--- src/rtl/clkdiv_pkg.sv ---
// Shared types for the multi-channel clock divider.
package clkdiv_pkg;

  localparam int unsigned MAX_NCH    = 16;
  localparam int unsigned BITLEN_DEF = 8;

  typedef enum logic {
    MODE_TOGGLE = 1'b0,
    MODE_PULSE  = 1'b1
  } clkdiv_mode_e;

  // Channel configuration at the default counter width
  typedef struct packed {
    logic [BITLEN_DEF-1:0] lim;
    clkdiv_mode_e          mode;
  } clkdiv_cfg_t;

endpackage

--- src/rtl/clkdiv_chan.sv ---
// One divider channel: wrap counter, shadow/active configuration, pending flag
// and registered hz/tick outputs. Shadow config is applied only at terminal count.
module clkdiv_chan
  import clkdiv_pkg::*;
#(
  parameter int unsigned BITLEN = BITLEN_DEF
) (
  input  logic              clk,
  input  logic              rst_n,
  input  logic              en,
  input  logic              sync,
  input  logic              cfg_we,
  input  logic [BITLEN-1:0] cfg_lim,
  input  logic              cfg_mode,
  output logic              hz,
  output logic              tick,
  output logic              pending
);

  typedef struct packed {
    logic [BITLEN-1:0] lim;
    clkdiv_mode_e      mode;
  } cfg_t;

  logic [BITLEN-1:0] q;
  logic [BITLEN-1:0] q_nxt;
  cfg_t              act;
  cfg_t              act_nxt;
  cfg_t              shd;
  cfg_t              shd_nxt;
  cfg_t              wr_cfg;
  cfg_t              apply_cfg;
  logic              hz_nxt;
  logic              tick_nxt;
  logic              pending_nxt;
  logic              terminal;

  assign wr_cfg    = '{lim: cfg_lim, mode: clkdiv_mode_e'(cfg_mode)};
  assign terminal  = (q == act.lim);
  // A write in the same cycle beats any older shadow
  assign apply_cfg = cfg_we ? wr_cfg : (pending ? shd : act);

  always_comb begin
    q_nxt       = q;
    act_nxt     = act;
    shd_nxt     = shd;
    pending_nxt = pending;
    hz_nxt      = hz;
    tick_nxt    = 1'b0;

    if (cfg_we) begin
      shd_nxt = wr_cfg;
    end

    if (!en || sync) begin
      q_nxt       = '0;
      hz_nxt      = 1'b0;
      act_nxt     = apply_cfg;
      pending_nxt = 1'b0;
    end else if (terminal) begin
      q_nxt       = '0;
      tick_nxt    = 1'b1;
      act_nxt     = apply_cfg;
      pending_nxt = 1'b0;
      // A mode switch restarts the output from low
      if (apply_cfg.mode != act.mode) begin
        hz_nxt = 1'b0;
      end else if (act.mode == MODE_PULSE) begin
        hz_nxt = 1'b1;
      end else begin
        hz_nxt = ~hz;
      end
    end else begin
      q_nxt = q + BITLEN'(1);
      if (act.mode == MODE_PULSE) begin
        hz_nxt = 1'b0;
      end
      if (cfg_we) begin
        pending_nxt = 1'b1;
      end
    end
  end

  always_ff @(posedge clk or negedge rst_n) begin
    if (!rst_n) begin
      q       <= '0;
      act     <= '{lim: '0, mode: MODE_TOGGLE};
      shd     <= '{lim: '0, mode: MODE_TOGGLE};
      pending <= 1'b0;
      hz      <= 1'b0;
      tick    <= 1'b0;
    end else begin
      q       <= q_nxt;
      act     <= act_nxt;
      shd     <= shd_nxt;
      pending <= pending_nxt;
      hz      <= hz_nxt;
      tick    <= tick_nxt;
    end
  end

endmodule

--- src/rtl/clkdiv_multi.sv ---
// NCH independent programmable clock-enable dividers sharing one clock.
// Optional CLKDIV_SYNC_EN adds sync_i to phase-align all enabled channels.
module clkdiv_multi
  import clkdiv_pkg::*;
#(
  parameter int unsigned BITLEN = BITLEN_DEF,
  parameter int unsigned NCH    = 4
) (
  input  logic              clk,
  input  logic              rst_n,
`ifdef CLKDIV_SYNC_EN
  input  logic              sync_i,
`endif
  input  logic [NCH-1:0]    en,
  input  logic [NCH-1:0]    cfg_we,
  input  logic [BITLEN-1:0] cfg_lim,
  input  logic              cfg_mode,
  output logic [NCH-1:0]    hzX,
  output logic [NCH-1:0]    tick,
  output logic [NCH-1:0]    pending
);

  logic sync;

`ifdef CLKDIV_SYNC_EN
  assign sync = sync_i;
`else
  assign sync = 1'b0;
`endif

  for (genvar i = 0; i < NCH; i++) begin : g_chan
    clkdiv_chan #(
      .BITLEN (BITLEN)
    ) u_chan (
      .clk      (clk),
      .rst_n    (rst_n),
      .en       (en[i]),
      .sync     (sync),
      .cfg_we   (cfg_we[i]),
      .cfg_lim  (cfg_lim),
      .cfg_mode (cfg_mode),
      .hz       (hzX[i]),
      .tick     (tick[i]),
      .pending  (pending[i])
    );
  end

endmodule

--- config.mk ---
export PLATFORM = sky130hd
export DESIGN_NAME = clkdiv_multi
export DESIGN_NICKNAME = d
export VERILOG_FILES = /design/src/rtl/clkdiv_pkg.sv /design/src/rtl/clkdiv_chan.sv /design/src/rtl/clkdiv_multi.sv
export SDC_FILE = /design/constraint.sdc
export NUM_CORES = 1
export LEC_CHECK = 0
export BUFFER_PORTS_ARGS = -buffer_cell sky130_fd_sc_hd__buf_4
export CORE_ASPECT_RATIO = 2
export CORE_MARGIN = 2
export CORE_UTILIZATION = 55
export DETAILED_ROUTE_END_ITERATION = 7
export GPL_TIMING_DRIVEN = 0
export HOLD_SLACK_MARGIN = 0.03
export PLACE_DENSITY = 0.73
export SYNTH_ARGS = -nofsm -noshare
export SYNTH_HDL_FRONTEND = slang
export SYNTH_SLANG_ARGS = --single-unit
--- constraint.sdc ---
create_clock -name clk -period 5.25 [get_ports clk]
set_clock_uncertainty 0.05 [all_clocks]
set_input_delay 0.2625 -clock clk [delete_from_list [all_inputs] [get_ports clk]]
set_output_delay 0.2625 -clock clk [all_outputs]
set_load 0.005 [all_outputs]
* After elaboration in Yosys (flattened, before gate mapping) *
Cells that the tools add are included.
W data, S select, Z words.

storage, ports and cells
  flip-flop bits (word level) = 116
  bits in latches = 0
  memory bits (writable) = 0
  bits in read-only memories = 0
  input bits = 19
  memories kept = 0

operators by class
  add/subtract/negate cells = 4
  multiply operators = 0
  div/mod/pow operators = 0
  order comparisons = 0
  equal/unequal tests = 20
  shift-type cells = 0
  multiplexer cells = 64
  bitwise operators = 4
  reduce and logical (&&, ||, !) cells = 0

operators with widths
  operator               count
  $mux W9                16
  $mux W8                8
  $mux W1                40
  $add A8 B1 Y8 const B  4
  $eq A8 B8 Y1           4
  $ne A3 B1 Y1 const B   8
  $ne A2 B1 Y1 const B   4
  $ne A1 B1 Y1           4
  $not A1 Y1             4

* Logic depth before layout (Yosys ltp) *
  word-level depth = 6
  gate-level depth with buffers = 6
  depth with buffers taken out = 5

* Hierarchy *
Synthesis repeated with hierarchy kept, for this count alone.

second synthesis, totals
  cells, all modules = 409
  area, all modules = 5,123.7 um2

modules (own cells, without submodules)
  module        times used  cells an instance  area each (um2)  sequential area each (um2)
  clkdiv_chan   4           102                1,280.0          725.7
  clkdiv_multi  1           1                  3.8              0.0

* Least setup slack after synthesis *
Ideal clock, no wire load.

  path kind = register -> register
  start = register g_chan[3].u_chan.q[4]
  end = register g_chan[3].u_chan.act[1] (netlist name)
  library setup time = 0.125 ns
  data arrival time = 1.601 ns
  required time = 5.075 ns
  slack = 3.474 ns
  cell stages (with the launch flop) = 6
  path buffers = 0
  clock period less this slack = 1.776 ns
  cell sequence = dfrtp_1 > xnor2_1 > nand2_1 > o41ai_4 > o21a_4 > mux2_4

between the ends
  cells in the longest elaborated chain, start to end = 2

ends and longest elaborated chain
  element                   RTL line           source
  start: declaration        clkdiv_chan.sv:25  logic [BITLEN-1:0] q;
  start signal: assignment  clkdiv_chan.sv:93  q <= q_nxt;
  $eq A8 B8 Y1              clkdiv_chan.sv:39  assign terminal = (q == act.lim);
  $ne A2 B1 Y1 (no line)    -
  end signal: assignment    clkdiv_chan.sv:87  act <= '{lim: '0, mode: MODE_TOGGLE};
  end signal: assignment    clkdiv_chan.sv:94  act <= act_nxt;
  end: declaration          clkdiv_chan.sv:27  cfg_t act;

Every way passes these cells.
A chain may end at the register's enable or synchronous reset.

* Worst setup path after layout *
  start = register g_chan[2].u_chan.q[6]
  end = register g_chan[2].u_chan.act[8] (netlist name)

between the ends
  cells in the longest elaborated chain, start to end = 2

ends and longest elaborated chain
  element                   RTL line
  start: declaration        clkdiv_chan.sv:25
  start signal: assignment  clkdiv_chan.sv:93
  $eq A8 B8 Y1              clkdiv_chan.sv:39
  $ne A2 B1 Y1 (no line)    -
  end signal: assignment    clkdiv_chan.sv:87
  end signal: assignment    clkdiv_chan.sv:94
  end: declaration          clkdiv_chan.sv:27

Every way passes these cells.

==> impl_metrics.py <==
metrics = {
    "global_routing": {
        "antenna_found_initial": 0,
        "track_usage": 0.225,
        "grt_pass1_vias": 3873,
        "overflow": 0,
        "grt_max_degree": 117,
        "grt_pass1_wl_microns": 18000,
    },
    "sta": {
        "post-route-period-util": 0.380,
        "fin_crit_ns": 2.00,
        "setup_viol": 0,
        "max_slew_margin": 0.639,
        "slew_viol_final": 0,
        "fmax_mhz": 501,
        "tightest_slew_ns": 0.540,
        "rsz0062_at_grt": "false",
        "fin_setup_tns_ns": 0,
        "finalWorstSetupSlack_ns": 3.25,
        "hold_violations": 0,
    },
    "clock_network": {
        "clk_pin_slew_worst_paths_ns": 0.06,
        "cts_setup_buffers": 0,
        "ctsHtreeMaxLevel": 4,
        "cts_buffers": 17,
        "cts_tree": "done",
        "cts_buffer_depth": 2,
        "cts_num_sinks": 116,
        "clock_latency_ns": 0.41,
        "root_buffer": "clkbuf_16",
    },
    "setup_path": {
        "required_ns": 5.49,
        "worstPathCellList": "xor2_1, nor4_2, a21oi_1, nor2_2, mux2_1",
        "cp-start-kind": "register",
        "reg2reg_depth": 5,
        "arrival_ns": 2.24,
        "cpPeakStageDelay_ns": 0.46,
        "cp_slowest_cell": "nor4_2",
        "worstSetupPathType": "register to register",
        "r2r_end": "g_chan[2].u_chan.act[8]",
        "r2r_start": "g_chan[2].u_chan.q[6]",
        "cp-end-kind": "register",
        "cp_max_fo": 4,
        "r2r_slack_ns": 3.25,
    },
    "synthesis": {
        "synth_ff_type": "dfrtp_1",
        "netlist-cell-type-count": 41,
        "avgSynthCellArea_sq_um": 10.8,
        "synth_area_sq_um": 5340,
        "synth_edf_count": 0,
        "ys_seq_area_frac": 0.543,
        "synth_fp_nets": 517,
        "synth_top_area_frac": 0.543,
        "ys_async_sr_fraction": 1.00,
        "ys_ff_latch": 116,
        "syn_inst": 494,
        "yosysWarnings": 0,
        "synth_area_leaders": "dfrtp_1, xnor2_1, xor2_1, o21ai_0, nand3_1",
        "synth.largest_area_cell": "dfrtp_1",
    },
    "power_and_ir_drop": {
        "combPwrFrac": 0.120,
        "ir_drop_mv": 0.394,
        "p_seq_frac": 0.427,
        "swShare": 0.249,
        "cellInternalPower_mw": 1.88,
        "power_switching_mw": 0.622,
        "p_per_area_nw_per_um2": 397,
        "clock_power_share": 0.453,
        "power_leakage_nw": 2.91,
    },
    "final_layout": {
        "final_util": 0.671,
        "multiInputGateArea_sq_um": 2180,
        "num-nets-final": 564,
        "final_cell_area_sq_um": 6300,
        "fill_cells": 735,
        "layout-drive-gt1-share": 0.190,
        "final_cells": 658,
        "diodes": 0,
        "register_area_sq_um": 2900,
        "area_growth_pct": 17.9,
    },
    "placed_design": {
        "post-place-ws_ns": 3.25,
        "dp_hpwl_microns": 7590,
        "dp_cells": 624,
        "place_area_sq_um": 5670,
        "place_congestion": 0.827,
        "numPortBuffers": 26,
    },
    "route": {
        "drc": 0,
        "ant_nets": 0,
        "wl_per_cell_microns": 16.4,
        "drtIter0Drc": 204,
        "via_per_inst": 5.62,
        "dr_total_vias": 3700,
        "dr.pass1.iters": 4,
        "drt_wl_total_microns": 10800,
    },
    "min_path": {
        "hold_path_depth": 2,
        "worstHoldEndpoint": "g_chan[2].u_chan.tick",
        "min-delay-start": "en[2]",
        "hold_path.class": "input pin to register",
    },
    "die": {
        "fp.dieW_microns": 73.7,
        "core_area_sq_um": 9380,
        "num_rows": 50,
        "die-area_sq_um": 10600,
        "die_h_microns": 143,
        "start_util": 0.569,
        "io_pins": 31,
    },
    "job": {
        "drv_cap": 0,
    },
    "status": {
        "status": "finished, final reports clean",
    },
}
[registers in the layout, indices dropped and copies added, names as in the netlist]
| signal | cells |
|---|---|
| g_chan.u_chan.act | 36 |
| g_chan.u_chan.shd | 36 |
| g_chan.u_chan.q | 32 |
| g_chan.u_chan.pending | 4 |
| g_chan.u_chan.hz | 4 |
| g_chan.u_chan.tick | 4 |
[per-stage QoR]
step           power [mW]  hold slack, ns
3_5_place_dp         1.38           0.433
3_3_place_gp         1.36           0.430
2_1_floorplan        1.27         -0.0831
4_1_cts              2.52          0.0342
6_report             2.50          0.0423
5_1_grt              2.61          0.0497
[area by class of cell]
| type | instances | area share |
|---|---|---|
| flip-flops and latches | 116 | 0.461 |
| multi-input cells | 325 | 0.346 |
| clock buffers | 23 | 0.0775 |
| repair buffers | 28 | 0.0375 |
| plain buffers | 27 | 0.0256 |
| well taps | 104 | 0.0207 |
| clock inverters | 9 | 0.0161 |
| inverters | 26 | 0.0155 |
[synthesized netlist by cell type, types with 2 or more instances]
cell type    n
a211o_1      2
a21oi_1      4
and2_1      12
and3_1      11
buf_2        6
buf_4       12
clkbuf_1     8
dfrtp_1    116
ha_1         4
inv_1       26
mux2_1       8
mux2_2      13
mux2_4       6
mux2i_1      4
nand2_1     33
nand3_1     33
nand3b_1     2
nand4_1      5
nor2_1      41
nor2b_1      3
nor3_1       4
nor4_2       3
o211ai_1    17
o21a_1       2
o21ai_0     42
o21ai_1      6
or3b_1       3
xnor2_1     30
xor2_1      26
[critical path: cells and delay by family, from the launching register on]
kind	cells	cell delay, ns
flops	1	0.40
mux	1	0.34
simple gates	2	0.68
compound gates	1	0.24
xor+xnor	1	0.17
[placed cells by master, fill, tap and decap left out, types with 4 or more instances in the layout]
| cell | n |
|---|---|
| a21oi_1 | 4 |
| nor3_1 | 4 |
| xnor2_1 | 30 |
| mux2_1 | 8 |
| nand2_1 | 33 |
| xor2_1 | 26 |
| ha_1 | 4 |
| mux2_2 | 13 |
| nor2_1 | 41 |
| clkbuf_16 | 17 |
| clkbuf_8 | 4 |
| o21ai_0 | 42 |
| mux2i_1 | 4 |
| buf_2 | 6 |
| nand3_1 | 33 |
| buf_4 | 37 |
| and2_1 | 12 |
| o21ai_1 | 6 |
| clkbuf_1 | 10 |
| dfrtp_1 | 116 |
| clkinv_2 | 5 |
| mux2_4 | 6 |
| o211ai_1 | 17 |
| and3_1 | 11 |
| nand4_1 | 5 |
| inv_1 | 26 |
[power groups by stage]
| stage | sequential [mW] | clock [mW] | combinational [mW] |
|---|---|---|---|
| 2_1_floorplan | 1.06 | 0 | 0.217 |
| 3_3_place_gp | 1.08 | 0 | 0.286 |
| 3_5_place_dp | 1.08 | 0 | 0.298 |
| 4_1_cts | 1.07 | 1.15 | 0.300 |
| 5_1_grt | 1.08 | 1.19 | 0.335 |
| 6_report | 1.07 | 1.13 | 0.299 |
[per-layer routing]
metal,share of wire,track usage
met5,0,0
met4,0.030,0.112
met3,0.027,0.0596
met2,0.55,0.393
met1,0.39,0.243
[how the worst max path moves through the flow]
stage / start / to / slack, ns / cells past startpoint
after floorplan: g_chan[3].u_chan.q[4] / g_chan[3].u_chan.act[1] / 3.47 / 5
after global placement: g_chan[2].u_chan.q[6] / g_chan[2].u_chan.act[6] / 3.28 / 5
after detailed placement: g_chan[2].u_chan.q[6] / g_chan[2].u_chan.act[6] / 3.25 / 5
after CTS: g_chan[2].u_chan.q[6] / g_chan[2].u_chan.act[8] / 3.24 / 5
after global routing: g_chan[2].u_chan.q[6] / g_chan[2].u_chan.act[8] / 3.17 / 5
final: g_chan[2].u_chan.q[6] / g_chan[2].u_chan.act[8] / 3.25 / 5
[cell families after synthesis]
kind of cell,share of synthesized area
xor gates and xnor gates,0.0918
buffers and inverters,0.0485
muxes,0.0686
DFF,0.543
and+or+nand+nor,0.143
adders and majority gates,0.00937
AOI/OAI and AO/OA,0.0951
[repair_timing]
| item | in CTS | in global routing |
|---|---|---|
| hold endpoints to repair | 0 | 116 |
| hold buffers | 0 | 1 |
| resized for setup | 0 | 0 |
No activity file was read; power rests on OpenSTA's default activity.
